File: src/rtl/integration_updating_pc.sv
// PC register with +2 / return-stack next-PC select,
// a bounded LIFO return stack and a registered instruction ROM.
module integration_updating_pc #(
  parameter int RS_DEPTH   = 16,
  parameter int IMEM_WORDS = 512
) (
  input  logic        CLK,
  input  logic        Reset,
  input  logic        PCWrite,
  input  logic [2:0]  PCControl,
  input  logic [1:0]  RStackOP,
  output logic        Overflow,
  output logic [15:0] PC_out,
  output logic [15:0] inst
);

  localparam int SPW = $clog2(RS_DEPTH + 1);
  localparam int AW  = (RS_DEPTH > 1) ? $clog2(RS_DEPTH) : 1;
  localparam logic [SPW-1:0] FULL = SPW'(RS_DEPTH);

  logic [15:0]    pc;
  logic [15:0]    pc_plus2;
  logic [15:0]    next_pc;
  logic [15:0]    rs_top;
  logic [15:0]    rom_data;
  logic [15:0]    rs [RS_DEPTH];
  logic [SPW-1:0] sp;
  logic [SPW-1:0] sp_m1;
  logic [8:0]     waddr;
  logic [8:0]     hi_idx;
  logic           push_ok;
  logic           pop_ok;

  assign {Overflow, pc_plus2} = {1'b0, pc} + 17'd2;
  assign PC_out = pc;

  assign sp_m1  = sp - SPW'(1);
  assign rs_top = (sp == '0) ? 16'h0000 : rs[sp_m1[AW-1:0]];

  assign push_ok = (RStackOP == 2'd1) && (sp != FULL);
  assign pop_ok  = (RStackOP == 2'd3) && (sp != '0);

  always_comb begin
    next_pc = pc;
    case (PCControl)
      3'd0:    next_pc = rs_top;
      3'd4:    next_pc = pc_plus2;
      default: next_pc = pc;
    endcase
  end

  // Fixed ROM image: ramp 0..11, then 0x1000..0x8000
  assign waddr  = pc[9:1];
  assign hi_idx = waddr - 9'd11;

  always_comb begin
    rom_data = 16'h0000;
    if (32'(waddr) < IMEM_WORDS) begin
      if (waddr <= 9'd11)
        rom_data = {7'b0, waddr};
      else if (waddr <= 9'd19)
        rom_data = {hi_idx[3:0], 12'h000};
    end
  end

  always_ff @(posedge CLK) begin
    if (!Reset) begin
      pc   <= 16'h0000;
      inst <= 16'h0000;
      sp   <= '0;
    end else begin
      inst <= rom_data;
      if (PCWrite)
        pc <= next_pc;
      if (push_ok)
        sp <= sp + SPW'(1);
      else if (pop_ok)
        sp <= sp_m1;
    end
  end

  always_ff @(posedge CLK) begin
    if (Reset && push_ok)
      rs[sp[AW-1:0]] <= pc_plus2;
  end

endmodule

File: config.mk
export PLATFORM = sky130hd
export DESIGN_NAME = integration_updating_pc
export DESIGN_NICKNAME = d
export VERILOG_FILES = /design/src/rtl/integration_updating_pc.sv
export SDC_FILE = /design/constraint.sdc
export NUM_CORES = 1
export LEC_CHECK = 0
export BUFFER_PORTS_ARGS = -buffer_cell sky130_fd_sc_hd__buf_2
export CAP_MARGIN = 10
export CORE_MARGIN = 2
export CORE_UTILIZATION = 56
export CTS_CLUSTER_DIAMETER = 100
export DETAILED_ROUTE_END_ITERATION = 8
export PLACE_DENSITY = 0.82
export REMOVE_ABC_BUFFERS = 1
export SLEW_MARGIN = 0
export SYNTH_ARGS = -nofsm -noshare
export SYNTH_HDL_FRONTEND = slang
export SYNTH_SLANG_ARGS = --single-unit
File: constraint.sdc
create_clock -name CLK -period 3.4 [get_ports CLK]
set_input_delay 0.17 -clock CLK [delete_from_list [all_inputs] [get_ports CLK]]
set_output_delay 0.17 -clock CLK [all_outputs]
set_load 0.01 [all_outputs]
* Yosys cells after proc, flatten, opt, wreduce, memory -nomap -nowiden
Memory sizes are Yosys's and may differ from the RTL's.
Cells that the tools add are included.
** Storage, ports and cells
- Register bits :: 37
- Bits in latches :: 0
- Memory bits (writable) :: 256
- Memory bits (read-only) :: 0
- Output and inout bits :: 33
- Memories :: 1
** Memories
- rs :: depth 16, width 16, read ports 1, clocked after memory_dff 0, wr ports 1, RTL line 26 : logic [15:0] rs [RS_DEPTH];
** Operators by class
- Add/sub/neg operators :: 4
- Multiply operators :: 0
- Divide/modulo/power cells :: 0
- Order comparisons :: 2
- Equality and inequality tests :: 4
- Shift-type cells :: 0
- Mux-type cells :: 7
- Bitwise operators :: 2
- Reductions and logical operators :: 11
** Operators by type and width (number)
- $pmux W16 S2 :: 1
- $add A16 B2 Y17 const B :: 1
- $mux W16 :: 1
- $mux W5 :: 2
- $le A9 B4 Y1 const B :: 1
- $le A9 B5 Y1 const B :: 1
- $mux W9 :: 1
- $add A5 B1 Y5 const B :: 1
- $logic_not A5 Y1 :: 1
- $ne A5 B5 Y1 const B :: 1
- $reduce_bool A5 Y1 :: 1
- $sub A5 B1 Y5 const B :: 1
- $reduce_bool A2 Y1 :: 2
- $sub A4 B4 Y4 const B :: 1
- $eq A3 B3 Y1 const B :: 1
- $logic_and A1 B1 Y1 :: 3
- $logic_not A3 Y1 :: 1
- $reduce_or A3 Y1 :: 1
- $eq A2 B1 Y1 const B :: 1
- $eq A2 B2 Y1 const B :: 1
- $mux W1 :: 2
- $not A1 Y1 :: 2
- $reduce_and A2 Y1 :: 1
- $reduce_or A2 Y1 :: 1

* Longest topological paths before layout
Gate-level depths: netlist (run 1).
- Depth in word-level cells :: 5
- Depth in mapped cells :: 14
- Gate-level depth less buffers :: 7

* Worst setup path before layout (run 1)
OpenSTA, ideal clock, no wires.
- Path type :: reg-to-reg
- From :: register sp[0]
- To :: memory rs[12][0], enable pin
- Arrival :: 3.074 ns
- Slack :: -0.062 ns
- Stages on the path, launching flop included :: 12
- Path buffers :: 6
- Cell sequence :: dfxtp_1 -> buf_6 -> buf_6 -> buf_4 -> buf_4 -> clkinv_1 -> ha_1 -> buf_4 -> a311oi_1 -> buf_2 -> nand3_1 -> nor2_1
** On the way
- Word-level cells in the longest chain between the ends :: 5
** Ends and longest elaborated chain
- start, declared :: RTL line 27 : logic [SPW-1:0] sp;
- start signal, assigned :: RTL line 76 : sp <= sp + SPW'(1);
- start signal, assigned :: RTL line 78 : sp <= sp_m1;
- $ne A5 B5 Y1 :: RTL line 40 : assign push_ok = (RStackOP == 2'd1) && (sp != FULL);
- $logic_and A1 B1 Y1 :: RTL line 40
- $logic_and A1 B1 Y1 :: RTL line 83 : if (Reset && push_ok)
- $mux W1 :: RTL line 83
- $mux W1 (not written as such) :: RTL line 84 : rs[sp[AW-1:0]] <= pc_plus2;
- end, declared :: RTL line 26
Parallel ways exist; a longest one is shown, timed or not.

* Worst setup path after layout (run 1)
- From :: register sp[1]
- To :: memory rs[3][14], enable pin
The elaborated chain is that of the path after synthesis.

==> impl_metrics.env, run 1 <==
export IMPL_synth_compound_area_share_pct=5.32
export IMPL_worst_setup_path_end_kind="flop"
export IMPL_gp_congestion=0.995
export IMPL_muxShareOfSynthArea_pct=12.6
export IMPL_grt_pass1_vias=7071
export IMPL_synth_area_mm2=0.0118
export IMPL_clk_latency_ns=0.56
export IMPL_p_total_mw=8.83
export IMPL_layout_commonest_cell="edfxtp_1"
export IMPL_die_area_mm2=0.0223
export IMPL_layout_common_cells="edfxtp_1, mux4_2, nand2_1"
export IMPL_outcome="completed"
export IMPL_diodes=0
export IMPL_synth_fa_ha_area_share_pct=0.529
export IMPL_num_vias=7006
export IMPL_finalHoldViolations=0
export IMPL_die_w_um=149
export IMPL_synthFlopType="edfxtp_1"
export IMPL_clock_root_buffer="clkbuf_16"
export IMPL_final_setup_viol_count=0
export IMPL_start_util_pct=56.6
export IMPL_cts_htree_levels=1
export IMPL_seq_area_mm2=0.00837
export IMPL_ys_types=64
export IMPL_yosys_area_share_simple_pct=6.54
export IMPL_multiInputGateArea_mm2=0.00324
export IMPL_drive_gt1_share_pct=30.3
export IMPL_drtIter0Drc=881
export IMPL_min_period_ns=2.93
export IMPL_fmax_mhz=341
export IMPL_nets=779
export IMPL_portBuffers=37
export IMPL_ant_nets=0
export IMPL_drv_cap=0
export IMPL_synth_top_family_by_area="multiplexers"
export IMPL_grt_start_max_net_pins=66
export IMPL_ios=41
export IMPL_clock_sinks=290
export IMPL_postCtsHoldBufs=0
export IMPL_crit_path_start_kind="flop"
export IMPL_nFillCells=1352
export IMPL_ir_drop_mv=0.440
export IMPL_yosysTopAreaCell="edfxtp_1"
export IMPL_hold_class="in2reg"
export IMPL_die_h_um=149
export IMPL_yosysTopAreaCellShare_pct=65.0
export IMPL_maxSlewHeadroom_pct=24.2
export IMPL_finClkSkew_ns=0.0238
export IMPL_globalRouteOverflowTotal=0
export IMPL_area_delta_synth_final_pct=15.2
export IMPL_critPathMaxFanout=11
export IMPL_cts_buffers=30
export IMPL_cts_setup_buffers=0
export IMPL_wl_um=28500
export IMPL_cts_tree="done"
export IMPL_tightest_slew_ns=1.13
export IMPL_dp_final_hpwl_um=17800
export IMPL_rows=53
export IMPL_whs_ns=0.104
export IMPL_vias_per_cell=6.58
export IMPL_firstDrtPassIters=5
export IMPL_avgSynthCellArea_um2=17.2
export IMPL_maxSlewViolCount=0
export IMPL_avgRoutedWirePerCell_um=26.7
export IMPL_async_reset_ff_share_pct=0
export IMPL_cts_clk_slew_worst_paths_ns=0.07
export IMPL_synth_edff_count=256
export IMPL_period_share_pct=86.3
export IMPL_netlist_top_cells_area="edfxtp_1, mux4_2, dfxtp_1"
export IMPL_powerDensity_mw_per_mm2=648
export IMPL_cts_resized=0
export IMPL_ys_warn_count=0
export IMPL_cp_arrival_ns=3.18
export IMPL_drcViolationCount=0
export IMPL_rsz0062_at_grt="false"
export IMPL_synth_seq_cells=290
export IMPL_p_leak_nw=4.66
export IMPL_grt_usage_pct=26.3
export IMPL_grt_pass1_wl_um=43200
export IMPL_design_core_area_mm2=0.0209
export IMPL_cp_required_ns=3.65
export IMPL_cts_buffer_depth=3
export IMPL_criticalPathCategory="reg2reg"
export IMPL_antenna_found_initial=0
export IMPL_synth_xor_area_share_pct=1.42
export IMPL_yosysSeqAreaShare_pct=70.7
export IMPL_synth_cells=689
-- cells in the mapped netlist, types with 3 or more instances --
| cell type | n |
|---|---|
| edfxtp_1 | 256 |
| mux4_2 | 59 |
| nand2_1 | 52 |
| nor2_1 | 42 |
| dfxtp_1 | 34 |
| nand3_1 | 18 |
| a21oi_1 | 17 |
| clkbuf_1 | 17 |
| o21ai_0 | 16 |
| mux2i_1 | 13 |
| buf_4 | 12 |
| xnor2_1 | 12 |
| nand4_1 | 10 |
| inv_1 | 9 |
| buf_2 | 8 |
| buf_6 | 8 |
| a211oi_1 | 7 |
| a21oi_2 | 6 |
| a31oi_1 | 6 |
| nor3_1 | 6 |
| a21o_1 | 5 |
| ha_1 | 5 |
| nor4_1 | 5 |
| xor2_1 | 4 |
| a2111oi_2 | 3 |
| a22oi_1 | 3 |
| and2_1 | 3 |
| nand2b_1 | 3 |
| o211ai_1 | 3 |
-- layout make-up --
| type | instances | share of cell area, % |
|---|---|---|
| sequential | 290 | 61.4 |
| multi-input combinational | 349 | 23.8 |
| clock buffer | 35 | 6.02 |
| timing repair buffer | 84 | 4.59 |
| tap | 275 | 2.53 |
| clock inverter | 21 | 1.29 |
| inverter | 11 | 0.303 |
-- per-stage QoR --
| step | setup WS [ns] | utilization [%] | area (um2) | std cells | TNS (ns) |
|---|---|---|---|---|---|
| after global placement | 0.758 | 60.3 | 12600 | 1008 | 0 |
| after detailed placement | 0.628 | 60.3 | 12600 | 1009 | 0 |
| final | 0.466 | 65.2 | 13600 | 1065 | 0 |
| after floorplan | -2.92 | - | 11600 | 650 | -784.21 |
| after global routing | 0.403 | 65.2 | 13600 | 1065 | 0 |
| after CTS | 0.582 | 65.1 | 13600 | 1065 | 0 |
-- flip-flops by register name (all words and copies together), names as in the netlist --
| signal | flops |
|---|---|
| sp | 5 |
| rs | 256 |
| inst | 13 |
| PC_out | 16 |
-- kinds of logic after synthesis --
kind of cell,count (synthesis)
AOI/OAI and AO/OA,87
muxes,74
adders and majority gates,5
other,1
xor gates and xnor gates,17
buffers and inverters,57
DFF,290
and+or+nand+nor,158
-- worst paths after layout --
| kind | from | endpoint | slack (ns) | cells after the start |
|---|---|---|---|---|
| max | sp[1] | rs[3][14] | 0.47 | 7 |
| min | Reset | PC_out[5] | 0.10 | 3 |
| max reg2reg | sp[1] | rs[3][14] | 0.47 | 7 |
| min reg2reg | PC_out[1] | inst[12] | 0.54 | 1 |
-- power by group --
group,total [mW],switching (mW),internal [mW]
registers,4.00,0.0615,3.94
logic,1.58,0.934,0.650
clock network,3.24,1.36,1.88
total,8.83,2.36,6.47
-- critical path, stage by stage (launching register included) --
cell and delay, ns:
dfxtp_1 0.61, inv_1 0.17, ha_2 0.29, a311oi_1 0.30
buf_4 0.23, nand3_1 0.25, nor2_2 0.51, buf_4 0.27
-- layer usage --
layer | global-route usage (%) | share of wire, %
met5 | 0 | 0
met1 | 35.2 | 36
met3 | 6.12 | 11
met4 | 11.7 | 4.9
met2 | 41.8 | 47
(Power assumes the default switching activity.)
==> run 2, diff against run 1 <==
- MAX_ROUTING_LAYER: default -> met4
==> run 2 against run 1 <==
  * Clock power fell by 2%
  * Cell area fell by 0.25%
  * Via count fell by 1.9%
  * Global-route usage rose by 0.35 points
  * Critical endpoint is now PC_out[8]
  * Largest cell class unchanged
==> impl_metrics.env, run 2 (same netlist as run 1, synthesis figures left out) <==
export IMPL_multiInputGateArea_mm2=0.00322
export IMPL_die_w_um=149
export IMPL_drv_cap=0
export IMPL_finalCoreUtilization_pct=65.1
export IMPL_final_setup_viol_count=0
export IMPL_cts_buffers=29
export IMPL_fin_ws_ns=0.435
export IMPL_area_delta_synth_final_pct=14.9
export IMPL_whs_ns=0.112
export IMPL_critPathMaxFanout=28
export IMPL_powerDensity_mw_per_mm2=645
export IMPL_num_vias=6875
export IMPL_cp_required_ns=3.81
export IMPL_cts_htree_levels=1
export IMPL_nFillCells=1384
export IMPL_min_period_ns=2.97
export IMPL_max_stage_delay_ns=0.59
export IMPL_pre_cts_ws_ns=0.540
export IMPL_wl_um=28400
export IMPL_grt_pass1_wl_um=42200
export IMPL_cts_tree="done"
export IMPL_cp_slowest_cell="dfxtp_1"
export IMPL_worst_setup_path_end_kind="flop"
export IMPL_clock_root_buffer="clkbuf_16"
export IMPL_die_area_mm2=0.0223
export IMPL_cp_top_family="buffers and inverters"
export IMPL_ios=41
export IMPL_crit_chain="inv_1 -> ha_2 -> buf_12 -> buf_4 -> mux4_2 -> mux2i_1 -> o22ai_1 -> a211oi_1 -> nor2_1"
export IMPL_cts_resized=0
export IMPL_design_core_area_mm2=0.0209
export IMPL_criticalPathCategory="reg2reg"
export IMPL_antenna_found_initial=0
export IMPL_gp_congestion=0.910
export IMPL_clock_sinks=290
export IMPL_cts_setup_buffers=0
export IMPL_period_share_pct=87.2
export IMPL_finClkSkew_ns=0.0135
export IMPL_seq_area_mm2=0.00837
export IMPL_layout_common_cells="edfxtp_1, mux4_2, nand2_1"
export IMPL_finalHoldViolations=0
export IMPL_grt_start_max_net_pins=66
export IMPL_avgRoutedWirePerCell_um=26.5
export IMPL_cts_clk_slew_worst_paths_ns=0.07
export IMPL_postCtsHoldBufs=0
export IMPL_start_util_pct=56.6
export IMPL_maxSlewViolCount=0
export IMPL_portBuffers=37
export IMPL_grt_pass1_vias=6900
export IMPL_fmax_mhz=337
export IMPL_drive_gt1_share_pct=30.0
export IMPL_hold_class="in2reg"
export IMPL_globalRouteOverflowTotal=0
export IMPL_cp_arrival_ns=3.38
export IMPL_largest_reg_flops=256
export IMPL_ir_drop_mv=0.361
export IMPL_grt_usage_pct=26.7
export IMPL_crit_buf_inv=3
export IMPL_ant_nets=0
export IMPL_firstDrtPassIters=5
export IMPL_diodes=0
export IMPL_cts_buffer_depth=3
export IMPL_rows=53
export IMPL_crit_path_start_kind="flop"
export IMPL_tightest_slew_ns=1.16
export IMPL_die_h_um=149
export IMPL_layout_commonest_cell="edfxtp_1"
export IMPL_drcViolationCount=0
export IMPL_outcome="completed"
export IMPL_drtIter0Drc=900
export IMPL_vias_per_cell=6.43
export IMPL_nets=785
export IMPL_dp_final_hpwl_um=17400
export IMPL_rsz0062_at_grt="false"
export IMPL_maxSlewHeadroom_pct=22.5
export IMPL_p_leak_nw=4.64
export IMPL_clk_latency_ns=0.55
## run 2: cell count changes in the layout (fill, tap and decap cells not counted), moves of 2 or more
cell | previous run | this run
xnor2_1 | 7 | 10
clkinv_1 | 5 | 3
clkbuf_1 | 1 | 5
xnor2_2 | 5 | 2
clkinv_4 | 1 | 3
buf_4 | 40 | 49
clkbuf_16 | 31 | 29
buf_12 | 7 | 5
clkinv_2 | 10 | 6
## run 2: tightest hold or removal path, delay by kind of cell
| kind | cells | cell delay, ns |
|---|---|---|
| AO/OA/AOI/OAI | 2 | 0.18 |
| buffers and inverters | 1 | 0.24 |
## run 2: layout make-up
type,instances,area share [%]
clock buffers,37,5.78
inverters,11,0.304
flip-flops and latches,290,61.6
clock inverters,16,1.27
multi-input cells,349,23.7
well taps,275,2.53
repair buffers,91,4.81
## run 2: path summary, 6_finish.rpt
kind	startpoint	to	slack, ns	depth (start not counted)
min	Reset	PC_out[10]	0.11	3
max reg2reg	sp[1]	PC_out[8]	0.43	9
min reg2reg	PC_out[1]	inst[12]	0.54	1
max	sp[1]	PC_out[8]	0.43	9
## run 2: power by group
group	total, mW	internal, mW	switching (mW)
combinational	1.59	0.678	0.912
sequential	4.01	3.94	0.0690
clock	3.17	1.86	1.31
total	8.77	6.48	2.29
## run 2: layer usage
layer  global-route usage (%)  up-vias  part of all wire, %
met1                     34.9     3467                   37
met4                     12.3        0                  4.9
li1                         -     2874                    -
met3                     4.31      103                  9.7
met5                        -        -                    0
met2                     41.5      431                   48
## run 2: per-stage QoR
step	TNS [ns]	power [mW]	instances	instance area, um2
floorplan	-784.21	5.12	650	11600
global placement	0	5.59	1014	12600
detailed placement	0	5.64	1014	12600
CTS	0	8.78	1067	13600
global route	0	9.03	1069	13600
finish	0	8.77	1069	13600
